`src/rtl/imem_loader.sv`:
```
`default_nettype none
// ============================================================================
// imem_loader : UART-fed boot loader that writes checksummed program images
//               into instruction memory and gates the core's reset.
// Revision    : 1.0
// ============================================================================
module imem_loader #(
  parameter int         ADDR_W   = 8,
  parameter logic [7:0] HDR_BYTE = 8'hA5,
  parameter int         TIMEOUT  = 100000
) (
  input  logic              clk,
  input  logic              rst,
  input  logic              rx_valid,
  input  logic [7:0]        rx_data,
  output logic              wr_en,
  output logic [ADDR_W-1:0] wr_addr,
  output logic [31:0]       wr_data,
  output logic              core_hold,
  output logic              busy,
  output logic              done,
  output logic              err
);

  localparam int            TW       = $clog2(TIMEOUT + 1);
  localparam logic [TW-1:0] TMO_LAST = TW'(TIMEOUT - 1);

  typedef enum logic [2:0] {
    IDLE    = 3'd0,
    LEN     = 3'd1,
    DATA    = 3'd2,
    CSUM    = 3'd3,
    DONE_ST = 3'd4
  } state_t;

  state_t        state, state_nx;

  logic [7:0]    len;
  logic [8:0]    widx;
  logic [1:0]    lane;
  logic [23:0]   asm_lo;
  logic [7:0]    xsum;
  logic [TW-1:0] tcnt;

  logic [8:0]    word_total;
  logic          last_word;
  logic          in_frame;
  logic          tmo;
  logic          start;
  logic          data_byte;
  logic          fail;
  logic          pass;

  // N=0 encodes a full 256-word image
  assign word_total = (len == 8'd0) ? 9'd256 : {1'b0, len};
  assign last_word  = ((widx + 9'd1) == word_total);
  assign in_frame   = (state == LEN) || (state == DATA) || (state == CSUM);
  assign tmo        = in_frame && !rx_valid && (tcnt == TMO_LAST);

  always_ff @(posedge clk or posedge rst) begin
    if (rst) state <= IDLE;
    else     state <= state_nx;
  end

  always_comb begin
    state_nx  = state;
    start     = 1'b0;
    data_byte = 1'b0;
    fail      = 1'b0;
    pass      = 1'b0;
    case (state)
      IDLE: begin
        if (rx_valid && (rx_data == HDR_BYTE)) begin
          start    = 1'b1;
          state_nx = LEN;
        end
      end
      LEN: begin
        if (rx_valid) begin
          state_nx = DATA;
        end else if (tmo) begin
          fail     = 1'b1;
          state_nx = IDLE;
        end
      end
      DATA: begin
        if (rx_valid) begin
          data_byte = 1'b1;
          if ((lane == 2'd3) && last_word) state_nx = CSUM;
        end else if (tmo) begin
          fail     = 1'b1;
          state_nx = IDLE;
        end
      end
      CSUM: begin
        if (rx_valid) begin
          if (rx_data == xsum) begin
            pass     = 1'b1;
            state_nx = DONE_ST;
          end else begin
            fail     = 1'b1;
            state_nx = IDLE;
          end
        end else if (tmo) begin
          fail     = 1'b1;
          state_nx = IDLE;
        end
      end
      DONE_ST: state_nx = IDLE;
      default: state_nx = IDLE;
    endcase
  end

  always_ff @(posedge clk or posedge rst) begin
    if (rst) begin
      wr_en     <= 1'b0;
      wr_addr   <= '0;
      wr_data   <= '0;
      core_hold <= 1'b1;
      busy      <= 1'b0;
      done      <= 1'b0;
      err       <= 1'b0;
      len       <= '0;
      widx      <= '0;
      lane      <= '0;
      asm_lo    <= '0;
      xsum      <= '0;
      tcnt      <= '0;
    end else begin
      wr_en <= 1'b0;
      done  <= 1'b0;

      // Idle-gap counter; held at zero outside a frame so LEN entry starts fresh
      if (in_frame && !rx_valid) tcnt <= tcnt + 1'b1;
      else                       tcnt <= '0;

      if (start) begin
        busy      <= 1'b1;
        core_hold <= 1'b1;
        err       <= 1'b0;
        widx      <= '0;
        xsum      <= '0;
        lane      <= '0;
      end

      if ((state == LEN) && rx_valid) len <= rx_data;

      if (data_byte) begin
        xsum <= xsum ^ rx_data;
        lane <= lane + 2'd1;
        case (lane)
          2'd0: asm_lo[7:0]   <= rx_data;
          2'd1: asm_lo[15:8]  <= rx_data;
          2'd2: asm_lo[23:16] <= rx_data;
          default: begin
            wr_en   <= 1'b1;
            wr_data <= {rx_data, asm_lo};
            wr_addr <= ADDR_W'(widx);
            widx    <= widx + 9'd1;
          end
        endcase
      end

      if (fail) begin
        err       <= 1'b1;
        busy      <= 1'b0;
        core_hold <= 1'b1;
      end

      if (pass) begin
        done      <= 1'b1;
        busy      <= 1'b0;
        core_hold <= 1'b0;
      end
    end
  end

endmodule
`default_nettype wire

```
`config.mk`:
```
export PLATFORM = sky130hd
export DESIGN_NAME = imem_loader
export DESIGN_NICKNAME = d
export VERILOG_FILES = /design/src/rtl/imem_loader.sv
export SDC_FILE = /design/constraint.sdc
export NUM_CORES = 1
export LEC_CHECK = 0
export BUFFER_PORTS_ARGS = -buffer_cell sky130_fd_sc_hd__buf_2
export CAP_MARGIN = 20
export CORE_UTILIZATION = 45
export CTS_CLUSTER_DIAMETER = 120
export DETAILED_ROUTE_END_ITERATION = 10
export PLACE_DENSITY_LB_ADDON = 0.05
export SYNTH_ARGS = -nofsm -noshare
export SYNTH_HDL_FRONTEND = slang
export SYNTH_SLANG_ARGS = --single-unit
```
`constraint.sdc`:
```
create_clock -name clk -period 6.5 [get_ports clk]
set_input_delay 0 -clock clk [delete_from_list [all_inputs] [get_ports clk]]
set_output_delay 0 -clock clk [all_outputs]
set_load 0.05 [all_outputs]
```
==> flow_summary.toml <==
[routing]
vias_per_cell = 5.09
vias = 3706
drt_iter0_drc = 256
dr.pass1.iters = 4
drt-total-wl_um = 10900
drcViolationCount = 0
wl_per_cell_um = 15.0
final_antenna_net_count = 0

[cells_and_area]
post-route-util_pct = 56.3
fin_nets = 592
register_area_um2 = 2900
multiInputGateArea_um2 = 2120
final_cell_mix = "nand2_1 (149), dfrtp_1 (115), buf_2 (55), nor2_1 (40), mux2_2 (31)"
areaGrowthSynthToFinish_pct = 19.7
drive_above_1_share_pct = 22.3
final_common_cell = "nand2_1"
fillerInstances = 971
diodes = 0

[logic_synthesis]
ys_seq_area_share_pct = 55.7
synthArstFlopShare_pct = 100
synth_edf_count = 0
yosysTopAreaCellShare_pct = 55.2
synth_area_leaders = "dfrtp_1 (55%), nand2_1 (11%), mux2_2 (6.7%), nor2_1 (2.9%), xnor2_1 (2.9%)"
postSynthNetCount = 534
synth_top_area_cell = "dfrtp_1"
syn_inst = 517
synth_cell_types = 54
ys_ff_latch = 116
synth_ff_type = "dfrtp_1"
syn_area_um2 = 5220
avgSynthCellArea_um2 = 10.1
synth_warnings = 0

[cts]
cts_tree = "done"
path_clk_slew_ps = 50
numCtsBuffers = 17
post_cts_buffers = 0
clock_latency_ps = 410
h-tree-depth = 4
root_buffer = "clkbuf_16"
cts.path.max_buffers = 2
cts.sinks = 116

[outcome]
status = "finished, final reports clean"

[global_route]
track_usage_pct = 20.6
grt_pass1_wl_um = 18200
grt_overflow_total = 0
grt_max_degree = 68
antenna_found_initial = 0
grt_pass1_vias = 3622

[timing]
slew_violations = 0
slew_headroom_pct = 37.7
tns_ps = 0
worst_pin_slew_ps = 930
finClkSkew_ps = 6.64
setup_viol = 0
hold_viol = 0
timing.fmax_mhz = 339
fin_crit_ps = 2950
min_period_over_period_pct = 45.4
rsz0062_at_grt = "no"

[die]
core_area_um2 = 11100
die-area_um2 = 12000
start_util_pct = 47.1
die_x_um = 110
io_pins = 56
die_h_um = 110
fp-row-count = 38

[min_path]
min_path_type = "input port to asynchronous set/reset pin"

[job]
maxCapViolations = 0

[setup_path]
cp-start-kind = "register"
crit_fanout = 52
cp-end-kind = "register"
worst-endpoint-required_ps = 6780
worstPathArrival_ps = 3230
rrSetupSlack_ps = 3550
path_class = "register to register"

[pwr]
power.leakage_nw = 3.12
max-vdd-ir-drop_mv = 0.324
p_per_area_nw_per_um2 = 480

[placement]
dp_hpwl_um = 6970
gp_congestion = 0.791
io_buffers = 55
==> worst paths after layout <==
kind | startpoint | endpoint | cells after the start
max | state[2]$_DFFE_PP0P_ | widx[3]$_DFF_PP0_ | 8
min | rst | err$_DFFE_PP0P_ | 3
max reg2reg | state[2]$_DFFE_PP0P_ | widx[3]$_DFF_PP0_ | 8
min reg2reg | wr_addr[0]$_DFFE_PP0P_ | wr_addr[0]$_DFFE_PP0P_ | 2
max in group asynchronous | rst | wr_data[28]$_DFFE_PP0P_ | 4
min in group clk | wr_addr[0]$_DFFE_PP0P_ | wr_addr[0]$_DFFE_PP0P_ | 2
==> Yosys cell counts, types with 6 or more instances <==
master / n
nand3_1: 12
o21ai_0: 18
mux2_2: 31
a21oi_1: 6
ha_1: 6
xnor2_1: 17
o21ai_1: 7
dfrtp_1: 115
a21o_1: 8
nor2_1: 40
clkbuf_1: 14
nand2_1: 149
and3_1: 6
buf_2: 10
inv_1: 8
xor2_1: 13
nand4_1: 8
==> timing repair <==
item,4_1_cts,5_1_grt
resized for setup,0,0
hold buffers,10,0
hold endpoints to repair,60,0
endpoints found under the setup margin,0,0
==> worst max-delay path: stages (launching register included) <==
cell and delay, ps:
dfrtp_1 480, nor3_2 810, nand2_1 120, buf_4 330, inv_1 100, buf_4 420
nor2_1 230, o21ai_0 220, o31ai_1 90
==> cells by family after synthesis <==
family / after synthesis / synth area share (%)
buffers and inverters: 37 / 3.62
multiplexers: 32 / 6.89
adder cells (fa/ha/maj): 6 / 1.44
XOR/XNOR: 31 / 5.49
AND/OR/NAND/NOR: 241 / 20.4
flip-flops: 116 / 55.7
AO/OA/AOI/OAI: 54 / 6.50
==> state kept, by name (all words and copies together), names as in the netlist <==
| signal | flops |
|---|---|
| wr_addr | 8 |
| state | 3 |
| tcnt | 17 |
| err | 1 |
| asm_lo | 24 |
| wr_data | 32 |
| xsum | 8 |
| core_hold | 1 |
| lane | 2 |
| widx | 9 |
| busy | 1 |
| wr_en | 1 |
| done | 1 |
| len | 8 |
==> cell type report <==
type	instances	share of cell area, %
clock inverters	11	2.08
clock buffers	21	7.70
repair buffers	68	6.37
flip-flops and latches	116	46.5
well taps	140	2.81
multi-input cells	364	34.0
inverters	8	0.521
==> layer usage <==
metal,wire [um],GRT usage [%]
met1,5500,28.6
met2,4880,30.4
met3,343,4.98
met4,211,9.62
met5,0,0
==> through the flow <==
| step | cell area (um2) | std cells | hold slack, ps | setup WS [ps] | total power, mW |
|---|---|---|---|---|---|
| 2_1_floorplan | 5220 | 517 | 192 | 3430 | 1.85 |
| 3_3_place_gp | 5530 | 686 | 119 | 3660 | 2.03 |
| 3_5_place_dp | 5530 | 686 | 127 | 3540 | 2.06 |
| 4_1_cts | 6240 | 728 | 230 | 3510 | 3.03 |
| 5_1_grt | 6240 | 728 | 297 | 3110 | 3.17 |
| 6_report | 6240 | 728 | 209 | 3550 | 2.99 |
==> power breakdown <==
part           leakage [nW]  internal, mW  switching (mW)  total (mW)
clock network         0.312         0.636           0.313       0.949
registers              1.52         0.961           0.159        1.12
logic                  1.29         0.304           0.622       0.926
Note: power is estimated with default switching activity, not from simulation.
